## config.mk

```make
export PLATFORM = sky130hd
export DESIGN_NAME = counter_sequencer
export DESIGN_NICKNAME = d
export VERILOG_FILES = /design/src/rtl/counter_sequencer_pkg.sv /design/src/rtl/counter_sequencer_seq_counter.sv /design/src/rtl/counter_sequencer.sv
export SDC_FILE = /design/constraint.sdc
export NUM_CORES = 1
export LEC_CHECK = 0
export ABC_CLOCK_PERIOD_IN_PS = 2000
export CAP_MARGIN = 15
export CORE_AREA = 4 4 46 65
export CTS_CLUSTER_DIAMETER = 30
export DETAILED_ROUTE_END_ITERATION = 10
export DIE_AREA = 0 0 50 69
export GPL_ROUTABILITY_DRIVEN = 0
export PLACE_DENSITY = 0.78
export SLEW_MARGIN = 0
export SYNTH_ARGS = -nofsm -noshare
export SYNTH_HDL_FRONTEND = slang
export SYNTH_HIERARCHICAL = 1
export SYNTH_SLANG_ARGS = --single-unit
```

## constraint.sdc

```tcl
create_clock -name clk -period 2 [get_ports clk]
set_input_delay 0.4 -clock clk [delete_from_list [all_inputs] [get_ports clk]]
set_output_delay 0.4 -clock clk [all_outputs]
set_load 0.01 [all_outputs]
```

## src/rtl/counter_sequencer_pkg.sv

```systemverilog
// Shared definitions for the counter sequencer: state encoding and default widths.
package counter_sequencer_pkg;

    localparam int DEFAULT_WIDTH = 4;
    localparam int DEFAULT_REP_W = 4;

    // Controller phases; the numeric values are visible on state_q in waveforms.
    typedef enum logic [1:0] {
        S_IDLE = 2'd0,
        S_RUN  = 2'd1,
        S_DONE = 2'd2
    } state_e;

endpackage

```

## src/rtl/counter_sequencer_seq_counter.sv

```systemverilog
// Loadable up-counter with enable and an equality compare against an external value.
// Load has priority over enable; the count wraps naturally at 2^WIDTH.
module seq_counter
    import counter_sequencer_pkg::*;
#(
    parameter int WIDTH = DEFAULT_WIDTH
) (
    input  logic             clk,
    input  logic             rst,
    input  logic             load,
    input  logic             en,
    input  logic [WIDTH-1:0] load_val,
    input  logic [WIDTH-1:0] cmp_val,
    output logic [WIDTH-1:0] cnt,
    output logic             eq
);

    logic [WIDTH-1:0] cnt_q;
    logic [WIDTH-1:0] cnt_d;

    // Next count: load wins, otherwise increment when enabled, otherwise hold.
    always_comb begin
        cnt_d = cnt_q;
        if (load) begin
            cnt_d = load_val;
        end else if (en) begin
            cnt_d = cnt_q + WIDTH'(1);
        end
    end

    // Count register, cleared asynchronously.
    always_ff @(posedge clk or posedge rst) begin
        if (rst) begin
            cnt_q <= '0;
        end else begin
            cnt_q <= cnt_d;
        end
    end

    assign cnt = cnt_q;
    assign eq  = (cnt_q == cmp_val);

endmodule

```

## src/rtl/counter_sequencer.sv

```systemverilog
// Sequences a loadable up-counter through programmed runs: each interval counts
// from the captured start value to the captured limit, reloading until the
// repeat count is exhausted (reps=0 free-runs until abort).
//
// Handshake: start is a level request honoured only in IDLE and only when abort
// is low; once accepted, inputs are captured and further starts are ignored until
// the controller is back in IDLE. abort is honoured only in RUN and takes effect
// at the next clock edge. tick and done are single-cycle pulses with no back-pressure.
module counter_sequencer
    import counter_sequencer_pkg::*;
#(
    parameter int WIDTH = DEFAULT_WIDTH,
    parameter int REP_W = DEFAULT_REP_W
) (
    input  logic             clk,
    input  logic             rst,
    input  logic             start,
    input  logic             abort,
    input  logic [WIDTH-1:0] start_val,
    input  logic [WIDTH-1:0] limit,
    input  logic [REP_W-1:0] reps,
    output logic             busy,
    output logic             tick,
    output logic             done,
    output logic [WIDTH-1:0] cnt,
    output logic [REP_W-1:0] rep_left
);

    state_e           state_q;
    state_e           state_d;
    logic [WIDTH-1:0] start_r_q;
    logic [WIDTH-1:0] start_r_d;
    logic [WIDTH-1:0] limit_r_q;
    logic [WIDTH-1:0] limit_r_d;
    logic [REP_W-1:0] rep_left_q;
    logic [REP_W-1:0] rep_left_d;

    logic             ctr_load;
    logic             ctr_en;
    logic [WIDTH-1:0] ctr_load_val;
    logic             cnt_eq;

    seq_counter #(
        .WIDTH (WIDTH)
    ) u_seq_counter (
        .clk      (clk),
        .rst      (rst),
        .load     (ctr_load),
        .en       (ctr_en),
        .load_val (ctr_load_val),
        .cmp_val  (limit_r_q),
        .cnt      (cnt),
        .eq       (cnt_eq)
    );

    // Next-state, capture and counter-control decode.
    always_comb begin
        state_d      = state_q;
        start_r_d    = start_r_q;
        limit_r_d    = limit_r_q;
        rep_left_d   = rep_left_q;
        ctr_load     = 1'b0;
        ctr_en       = 1'b0;
        ctr_load_val = start_r_q;
        case (state_q)
            S_IDLE: begin
                if (start && !abort) begin
                    start_r_d    = start_val;
                    limit_r_d    = limit;
                    rep_left_d   = reps;
                    ctr_load     = 1'b1;
                    ctr_load_val = start_val;
                    state_d      = S_RUN;
                end
            end
            S_RUN: begin
                if (abort) begin
                    state_d = S_IDLE;
                end else if (cnt_eq) begin
                    if (rep_left_q == REP_W'(1)) begin
                        // Final interval: counter holds at the limit.
                        state_d = S_DONE;
                    end else begin
                        ctr_load = 1'b1;
                        if (rep_left_q != '0) begin
                            rep_left_d = rep_left_q - REP_W'(1);
                        end
                    end
                end else begin
                    ctr_en = 1'b1;
                end
            end
            S_DONE: begin
                state_d = S_IDLE;
            end
            default: begin
                state_d = S_IDLE;
            end
        endcase
    end

    // Controller state and captured run parameters, cleared asynchronously.
    always_ff @(posedge clk or posedge rst) begin
        if (rst) begin
            state_q    <= S_IDLE;
            start_r_q  <= '0;
            limit_r_q  <= '0;
            rep_left_q <= '0;
        end else begin
            state_q    <= state_d;
            start_r_q  <= start_r_d;
            limit_r_q  <= limit_r_d;
            rep_left_q <= rep_left_d;
        end
    end

    assign busy     = (state_q == S_RUN);
    assign done     = (state_q == S_DONE);
    assign tick     = (state_q == S_RUN) && cnt_eq && !abort;
    assign rep_left = rep_left_q;

endmodule

```

==> run metrics <==
Synth Register Bits 18; Tcrit/Tclk final 98.1%; CP required 1.60 ns; Worst Path Arrival 1.56 ns; post-DR wirelength/cell 12.7 um; status finished, final reports clean; net count after synthesis 127; gr usage total 14.5%; Hold WS 0.299 ns; VDD IR max 0.693 mV; number of synthesized flops with an enable pin 0; antenna violation net count after detailed routing 0; final setup fails 0; combinational share of power 50.7%; Clk Latency, worst-skew pair 0.30 ns; # port buffers 26; # IOs 27; Cell Rows 21; CTS tree built; post-synth top area cell dfrtp_1; largest buffer count on any clock path 2; hold buffer count at CTS 0; asr flop ratio synth 100%; sequential share of power 35.2%; top post-synthesis cells by area dfrtp_1 46%, nand2_1 12%, ha_1 5.1%, xor2_1 4.4%, o21ai_0 2.5%; Syn Inst Count 107; CTS Buf Count 3; multiplexer area fraction after synthesis 3.17%; Clk pin slew, worst setup/hold paths 0.11 ns; Post-layout nets 170; Clock power frac 14.2%; Non-Filler Instances 183; Period minus WS final 1.96 ns; grt total ovfl 0; relative slew slack 61.5%; vias in the first global route 935; RSZ-0062 raised after global routing yes; Power, Total 1.65 mW; Worst-Margin Slew 0.576 ns; die width 50 um; Starting DRT DRC Count 6; Cell Area, Synth 987 sq um; startpoint types register; Sink Count 18; Synth Warn # 6; Sw Pwr 608 uW; Leak 0.719 nW; Max-Cap Viols 0; root buf cell clkbuf_4; final setup skew 0.00465 ns; Netlist cell types 32; post-synthesis adder-cell area fraction 5.07%; initial antenna violation count 0; fillers 208; DRC 0; switching share of power 36.9%; Int Pwr 1.04 mW; XOR/XNOR Fraction of Synth Area 6.21%; final max-slew violation count 0; Final Hold Vio Count 0; Total Wirelength 2320 um; CP Max Fanout 2; layout overhead on the synthesized area 49.9%; compound-gate portion of the synthesized area 9.38%; Die Area 0.00345 sq mm; HP Class in -> async; register area share after synthesis 45.6%; critical path class reg -> out; n_diodes 0; DRT Pass-1 Iters 4; # placed instances 178; vias per cell 4.75; Core ar. 0.00239 sq mm; simple-gate portion of the synthesized area 27.1%; DP HPWL 1780 um; syn_area_per_cell 9.23 sq um; first-pass GRT wire length 3970 um; ys flop type dfrtp_1; layout cell share with drive strength beyond 1 24.8%; largest family of logic cells by synthesized area simple AND/OR/NAND/NOR gates; via count 870; Crit. End Element output port; maximum clock rate 510 MHz; largest net degree at the start of global routing 15; Initial Util 41.3%; top-area cell type share of the netlist area 45.6%; CTS H-tree lvls 1; Power Density 1110 mW/mm^2; DIE HEIGHT 69 um
layout make-up:
| type | count | area [sq um] | share of cell area (%) |
|---|---|---|---|
| clock buffers | 4 | 36.3 | 2.45 |
| multi-input cells | 82 | 561 | 37.9 |
| repair buffers | 39 | 368 | 24.9 |
| inverters | 6 | 22.5 | 1.52 |
| well taps | 34 | 42.5 | 2.87 |
| flip-flops and latches | 18 | 450 | 30.4 |
path summary, 6_finish.rpt:
path	endpoint	cells after the start	start	slack, ns
setup / recovery	tick	5	u_seq_counter/cnt[2]	0.04
hold / removal	u_seq_counter/cnt[2]	2	rst	0.30
setup reg to reg	u_seq_counter/cnt[3]	6	u_seq_counter/cnt[2]	0.04
hold reg to reg	start_r_q[1]	2	start_r_q[1]	0.49
max in group asynchronous	rep_left[1]	2	rst	1.14
min in group clk	start_r_q[1]	2	start_r_q[1]	0.49
worst max-delay path: stages, from the launching register on:
cell and delay, ns:
dfrtp_1 0.40, xor2_1 0.17, nor4_2 0.41, nand2_2 0.11
inv_2 0.08, buf_6 0.09
flip-flops by register name, indices dropped and copies added (netlist names):
signal,count
rep_left,4
start_r_q,4
limit_r_q,4
u_seq_counter/cnt,4
state_q,2
cells in the mapped netlist, types with 2 or more instances:
master and n:
nand2_1 31, dfrtp_1 18, nor2_1 6, inv_1 5, o21ai_0 5, xor2_1 5
ha_1 4, a21oi_1 3, nor3_1 3, a31oi_1 2, mux2i_1 2, nand3_1 2
xnor2_1 2
repair_timing:
| item | 4_1_cts | 5_1_grt |
|---|---|---|
| gates resized for setup | 6 | 14 |
| endpoints found under the setup margin | 3 | 6 |
| pin swaps | 2 | 7 |
| setup buffers | 2 | 0 |
cells in the final DEF (no fill, tap or decap), types with 2 or more instances in the layout:
master and count:
nand2_1 28, inv_1 5, ha_1 4, a31oi_1 2, nor3_1 2, mux2i_1 2, a21oi_1 3, dfrtp_1 18
nand2_2 4, clkdlybuf4s50_1 23, buf_4 11, o21ai_1 2, o21ai_0 3, buf_6 3, xnor2_1 2, xor2_1 5
clkbuf_4 3, nor2_1 6
logic make-up (layout without fill, tap and decap cells):
group,after synthesis,count (layout)
fa+ha+maj,4,4
buf+inv,7,49
xor+xnor,7,7
mux,3,3
compound gates,15,15
flops,18,18
simple gates,53,53
per-stage QoR:
step	util [%]	worst slack, ns	area (sq um)	TNS (ns)
after floorplan	-	0.00852	1010	0
after global placement	58.0	-0.137	1390	-0.143
after detailed placement	58.0	-0.186	1390	-0.213
after CTS	60.5	-0.0753	1450	-0.0753
after global routing	61.9	-0.0932	1480	-0.201
final	61.9	0.0382	1480	0
metal layers:
layer | wire (um) | share of wire (%) | vias to the layer above | global-route usage, %
met5 | 0 | 0 | - | 0
met4 | 31 | 1.3 | 0 | 6.77
met3 | 110 | 4.7 | 2 | 2.16
met2 | 1250 | 54 | 26 | 25.9
met1 | 931 | 40 | 402 | 16.4
li1 | - | - | 440 | -
power by group through the flow:
stage / clock network, mW / logic, mW / registers, mW
floorplan: 0 / 0.343 / 0.634
global placement: 0 / 0.753 / 0.579
detailed placement: 0 / 0.768 / 0.589
CTS: 0.236 / 0.801 / 0.579
global route: 0.252 / 0.921 / 0.599
finish: 0.233 / 0.834 / 0.579
Note: power is estimated with default switching activity, not from simulation.
